## src/rtl/pwm_gen_multi_if.sv

```systemverilog
// Control/status bundle between the register file and the PWM generator.
// duty_in is packed per channel: channel i lives in duty_in[i], which is
// bit-identical to a flat [i*CNT_WIDTH +: CNT_WIDTH] slice.
interface pwm_gen_multi_if #(
    parameter int NUM_CH    = 4,
    parameter int CNT_WIDTH = 16
);
    logic                                enable;
    logic                                center_mode;
    logic [CNT_WIDTH-1:0]                period_in;
    logic [NUM_CH-1:0][CNT_WIDTH-1:0]    duty_in;
    logic [NUM_CH-1:0]                   invert_in;
    logic                                update;
    logic [NUM_CH-1:0]                   pwm_out;
    logic                                period_tick;
    logic                                update_ack;

    modport master (
        output enable, center_mode, period_in, duty_in, invert_in, update,
        input  pwm_out, period_tick, update_ack
    );

    modport slave (
        input  enable, center_mode, period_in, duty_in, invert_in, update,
        output pwm_out, period_tick, update_ack
    );
endinterface

```

## src/rtl/pwm_gen_multi.sv

```systemverilog
// Multi-channel PWM generator: one shared up / up-down period counter,
// per-channel double-buffered duty and polarity, loads only at a period
// boundary (or continuously while disabled) so no runt pulses are emitted.

// Per-channel lane: active duty/polarity registers and the registered output.
module pwm_gen_multi_lane #(
    parameter int CNT_WIDTH = 16
) (
    input  logic                 clk,
    input  logic                 reset_n,
    input  logic                 load,
    input  logic                 run,
    input  logic [CNT_WIDTH-1:0] cnt,
    input  logic [CNT_WIDTH-1:0] duty_in,
    input  logic                 inv_in,
    output logic                 pwm_q
);
    logic [CNT_WIDTH-1:0] duty_act_q, duty_act_d;
    logic                 inv_act_q, inv_act_d;
    logic                 pwm_d;

    // Shadow load and output compare; idle lanes sit at their inactive level.
    always_comb begin
        duty_act_d = load ? duty_in : duty_act_q;
        inv_act_d  = load ? inv_in  : inv_act_q;
        pwm_d      = run ? ((cnt < duty_act_q) ^ inv_act_q) : inv_act_q;
    end

    // Lane state registers.
    always_ff @(posedge clk or negedge reset_n) begin
        if (!reset_n) begin
            duty_act_q <= '0;
            inv_act_q  <= 1'b0;
            pwm_q      <= 1'b0;
        end else begin
            duty_act_q <= duty_act_d;
            inv_act_q  <= inv_act_d;
            pwm_q      <= pwm_d;
        end
    end
endmodule

module pwm_gen_multi #(
    parameter int NUM_CH    = 4,
    parameter int CNT_WIDTH = 16
) (
    input  logic          clk,
    input  logic          reset_n,
    pwm_gen_multi_if.slave bus
);
    typedef logic [CNT_WIDTH-1:0] cnt_t;

    // en_q delays enable by one cycle: the counter and outputs follow en_q,
    // which gives the one-cycle start-up / shut-down skew at enable edges.
    logic              en_q, en_d;
    cnt_t              cnt_q, cnt_d;
    logic              down_q, down_d;
    cnt_t              n_act_q, n_act_d;
    logic              mode_act_q, mode_act_d;
    logic              pend_q, pend_d;
    logic              ld_q, ld_d;
    logic              tick_q, tick_d;
    logic              ack_q, ack_d;
    logic              boundary, service, load;
    logic [NUM_CH-1:0] pwm_bits;

    // Period boundary detect and shadow-load decision.
    always_comb begin
        boundary = mode_act_q ? (down_q && (cnt_q == '0)) : (cnt_q == n_act_q);
        service  = bus.enable && en_q && boundary && (pend_q || bus.update);
        load     = !bus.enable || service;
    end

    // Next counter value and direction.
    always_comb begin
        en_d   = bus.enable;
        cnt_d  = cnt_q;
        down_d = down_q;
        if (!bus.enable || !en_q || boundary) begin
            cnt_d  = '0;
            down_d = 1'b0;
        end else if (!mode_act_q) begin
            cnt_d = cnt_q + cnt_t'(1);
        end else if (!down_q) begin
            // Top value is held one extra cycle while turning around.
            if (cnt_q == n_act_q) down_d = 1'b1;
            else                  cnt_d  = cnt_q + cnt_t'(1);
        end else begin
            cnt_d = cnt_q - cnt_t'(1);
        end
    end

    // Shared shadows, pending flag and status pulses.
    always_comb begin
        n_act_d    = load ? bus.period_in   : n_act_q;
        mode_act_d = load ? bus.center_mode : mode_act_q;
        pend_d     = bus.enable && !service && (pend_q || bus.update);
        ld_d       = service;
        // ld_q is one cycle behind the load so the ack lines up with the tick.
        tick_d     = en_q && (cnt_q == '0) && !down_q;
        ack_d      = en_q && ld_q;
    end

    // Shared state registers.
    always_ff @(posedge clk or negedge reset_n) begin
        if (!reset_n) begin
            en_q       <= 1'b0;
            cnt_q      <= '0;
            down_q     <= 1'b0;
            n_act_q    <= '0;
            mode_act_q <= 1'b0;
            pend_q     <= 1'b0;
            ld_q       <= 1'b0;
            tick_q     <= 1'b0;
            ack_q      <= 1'b0;
        end else begin
            en_q       <= en_d;
            cnt_q      <= cnt_d;
            down_q     <= down_d;
            n_act_q    <= n_act_d;
            mode_act_q <= mode_act_d;
            pend_q     <= pend_d;
            ld_q       <= ld_d;
            tick_q     <= tick_d;
            ack_q      <= ack_d;
        end
    end

    for (genvar i = 0; i < NUM_CH; i++) begin : g_lane
        pwm_gen_multi_lane #(.CNT_WIDTH(CNT_WIDTH)) u_lane (
            .clk     (clk),
            .reset_n (reset_n),
            .load    (load),
            .run     (en_q),
            .cnt     (cnt_q),
            .duty_in (bus.duty_in[i]),
            .inv_in  (bus.invert_in[i]),
            .pwm_q   (pwm_bits[i])
        );
    end

    assign bus.pwm_out     = pwm_bits;
    assign bus.period_tick = tick_q;
    assign bus.update_ack  = ack_q;
endmodule

```

## src/flat_wrapper.sv

```systemverilog
// flat-port wrapper written by rule: the top's interface ports become plain ports
module pwm_gen_multi_flat 
#(
    parameter int NUM_CH    = 4,
    parameter int CNT_WIDTH = 16
)
  (clk, reset_n, bus_enable, bus_center_mode, bus_period_in, bus_duty_in, bus_invert_in, bus_update, bus_pwm_out, bus_period_tick, bus_update_ack);
  pwm_gen_multi_if #(.NUM_CH(NUM_CH), .CNT_WIDTH(CNT_WIDTH)) bus_i ();
  input  logic clk;
  input  logic reset_n;
  input wire logic [$bits(bus_i.enable)-1:0] bus_enable;
  input wire logic [$bits(bus_i.center_mode)-1:0] bus_center_mode;
  input wire logic [$bits(bus_i.period_in)-1:0] bus_period_in;
  input wire logic [$bits(bus_i.duty_in)-1:0] bus_duty_in;
  input wire logic [$bits(bus_i.invert_in)-1:0] bus_invert_in;
  input wire logic [$bits(bus_i.update)-1:0] bus_update;
  output wire logic [$bits(bus_i.pwm_out)-1:0] bus_pwm_out;
  output wire logic [$bits(bus_i.period_tick)-1:0] bus_period_tick;
  output wire logic [$bits(bus_i.update_ack)-1:0] bus_update_ack;
  assign bus_i.enable = bus_enable;
  assign bus_i.center_mode = bus_center_mode;
  assign bus_i.period_in = bus_period_in;
  assign bus_i.duty_in = bus_duty_in;
  assign bus_i.invert_in = bus_invert_in;
  assign bus_i.update = bus_update;
  assign bus_pwm_out = bus_i.pwm_out;
  assign bus_period_tick = bus_i.period_tick;
  assign bus_update_ack = bus_i.update_ack;
  pwm_gen_multi #(.NUM_CH(NUM_CH), .CNT_WIDTH(CNT_WIDTH)) u_core (.clk(clk), .reset_n(reset_n), .bus(bus_i));
endmodule
```

## config.mk

```make
export PLATFORM = sky130hd
export DESIGN_NAME = pwm_gen_multi_flat
export DESIGN_NICKNAME = d
export VERILOG_FILES = /design/src/rtl/pwm_gen_multi_if.sv /design/src/rtl/pwm_gen_multi.sv /design/src/flat_wrapper.sv
export SDC_FILE = /design/constraint.sdc
export NUM_CORES = 1
export LEC_CHECK = 0
export ABC_AREA = 1
export CORE_MARGIN = 3
export CORE_UTILIZATION = 40
export CTS_BUF_LIST = sky130_fd_sc_hd__clkbuf_16
export CTS_CLUSTER_DIAMETER = 100
export DETAILED_ROUTE_END_ITERATION = 8
export GPL_TIMING_DRIVEN = 0
export PLACE_DENSITY = 0.68
export SETUP_SLACK_MARGIN = 0.05
export SKIP_CTS_REPAIR_TIMING = 1
export SLEW_MARGIN = 20
export SYNTH_ARGS = -nofsm -noshare
export SYNTH_HDL_FRONTEND = slang
export SYNTH_HIERARCHICAL = 1
export SYNTH_SLANG_ARGS = --single-unit
```

## constraint.sdc

```tcl
create_clock -name clk -period 4.85 [get_ports clk]
set_clock_uncertainty 0.2 [all_clocks]
set_input_delay 0.7275 -clock clk [delete_from_list [all_inputs] [get_ports clk]]
set_output_delay 0.7275 -clock clk [all_outputs]
set_load 0.005 [all_outputs]
```

==> metrics <==
die span in y=139 µm; GRT overflow=0; number of synthesized flops with an enable pin=0; Starting Density=41.6%; # H-tree levels=3; Power Dens Cells=243 mW/mm²; DIE WIDTH=139 µm; count of input and output buffers=94; Seq/Total Area, Yosys=39.5%; Placed Instance Area=0.00827 mm²; nets=around 1200; total power=slightly above 0.002 W; Layout area overhead=21.4%; outcome=finished clean; Max-Cap Viols=0; f_max=between 300 and 400 MHz; Slew HR=56.9%; Hold Crit Class=primary input to async pin; final WL=17600 µm; TritonCTS Buffers=9; worst hold slack=115 ps; DIE AREA=0.0192 mm²; crit path from=u_core/cnt_q[4]; Pleak=between 4 and 5 nW; root buf cell=clkbuf_16; YS warnings=6; RSZ-0062 raised after global routing=no; DRC viols=0; Avg Cell Area, Syn=7.80 µm²; Cells after Synth=900; first-pass GRT wire length=29300 µm; # IOs=95; CORE AREA=0.0169 mm²; unique cell type count in the Yosys netlist=41; Critical Path Start Type=register; Hold Fails Final Rpt=0; via count=5900; Mapped Area=0.00702 mm²; Reg-to-Reg Start=u_core/cnt_q[4]; wire per inst=14.3 µm; clock buffer depth=2; final setup vio count=0; vias per cell=roughly 4.8; drt first pass iters=4; Sink Count=111; Final Critical Period=2870 ps; Routed Antenna Nets=0; Final Max Tran Viols=0; share of layout cells above drive strength 1=11.7%; initial antenna violation count=0; worst-path fanout max=33; asr flop ratio synth=between 90% and 100%; Seq cells post-synth=between 100 and 150; CP required=between 4000 and 5000 ps; GP Congestion=0.943; CTS clk-pin slew, worst paths=around 70 ps; Clk Latency, worst-skew pair=360 ps; DR iter-0 viols=348; top_reg_cell synth=dfrtp_1; Worst Path Arrival=2890 ps; crit end category=register; PnR worst setup slack=1980 ps; synthesized net count=1052; WS Path Type=register to register; HPWL after DPL=approximately 13000 µm; CTS tree=built; maximum vdd drop=0.000199 V; Rows=47; Slew @ Worst Pin=646 ps; overall global routing resource usage=18.8%; vias in the first global route=5700; ANT cells=0; pre-CTS setup slack=around 1800 ps; Tcrit/Tclk final=between 50% and 60%; post-route cell area=0.00853 mm²; largest net degree at the start of global routing=60; Layout Utilization=50.5%
cell type report:
cell class	count	area, µm²
clock buffers	9	225
inverters	145	544
well taps	220	275
repair buffers	95	970
clock inverters	7	32.5
plain buffers	27	204
multi-input cells	617	3500
fillers	1641	8350
flip-flops and latches	111	2780
critical path, stage by stage, from the launching register on:
cell      delay [ps]
dfrtp_1          740
inv_2            140
nand2_1           90
nand2_1           60
nor2_1           100
nand2_1           70
nor2_2           120
nand3_2          100
nand2_2          100
nand2_4           80
nand2_8          110
buf_12           230
clkbuf_1         390
o21ai_0          190
layout by cell type, fill, tap and decap left out, types with 6 or more instances in the layout:
cell / n
nand2_1: 255
inv_1: 129
dfrtp_1: 111
clkdlybuf4s50_1: 93
o21ai_0: 73
ha_1: 63
nor2_1: 54
nand3_1: 30
a21oi_1: 30
nand2_2: 21
inv_2: 18
o21ai_2: 11
clkbuf_16: 9
nor2_2: 9
o21ai_1: 9
nand4_1: 8
clkbuf_1: 8
buf_2: 7
buf_4: 6
xor2_1: 6
nand3_2: 6
Yosys cell counts, drive strengths merged (4+ instances only):
cell,instances,area [µm²]
a21oi,34,185
dfrtp,111,2780
clkbuf,8,30.0
nor3,7,55.1
o21ai,93,507
nand3,37,228
xor2,6,52.6
nor2,64,270
buf,19,174
ha,63,788
a211oi,4,30.0
mux2,4,45.0
inv,145,544
nor4,6,62.6
nand2,279,1130
nand4,8,50.1
o21bai,4,30.0
kinds of logic after synthesis:
group,after synthesis,share of synthesized area (%)
AO/OA/AOI/OAI,139,11.2
multiplexers,5,0.784
adder cells (fa/ha/maj),63,11.2
buffers and inverters,172,10.7
flip-flops,111,39.5
XOR/XNOR,7,0.873
AND/OR/NAND/NOR,403,25.8
where the power goes:
group	leakage, nW	total, W	internal (W)	switching (W)
clock	0.134	0.000675	0.000340	0.000335
sequential	1.38	0.00103	0.000995	0.0000309
combinational	2.89	0.000374	0.000172	0.000202
per-stage QoR:
step	std cells	setup TNS [ps]
floorplan	900	0
global placement	1214	-179140
detailed placement	1215	0
CTS	1231	0
global route	1231	0
finish	1231	0
routing by layer:
layer	global-route usage, %	up-vias	part of all wire, %
met5	0	-	0
met4	4.94	0	1.4
met3	3.69	20	5.0
met2	28.8	138	44
met1	27.5	2678	50
li1	-	3064	-
final timing paths:
kind | end | slack, ps | depth (start not counted)
hold / removal | u_core/g_lane[2].u_lane/duty_act_q[8] | 110 | 1
min in group clk | u_core/bus.update_ack | 250 | 2
setup reg to reg | u_core/g_lane[0].u_lane/duty_act_q[1] | 1980 | 13
max in group asynchronous | u_core/down_q | 3660 | 2
setup / recovery | u_core/g_lane[0].u_lane/duty_act_q[1] | 1980 | 13
hold reg to reg | u_core/bus.update_ack | 250 | 2
state kept, by name (all words and copies together), names as in the netlist:
name                             cells
u_core/g_lane.u_lane/duty_act_q     64
u_core/cnt_q                        16
u_core/n_act_q                      16
u_core/g_lane.u_lane/inv_act_q       4
u_core/g_lane.u_lane/pwm_q           4
u_core/bus.period_tick               1
u_core/bus.update_ack                1
u_core/down_q                        1
u_core/en_q                          1
u_core/ld_q                          1
u_core/mode_act_q                    1
u_core/pend_q                        1
Note: power is estimated with default switching activity, not from simulation.
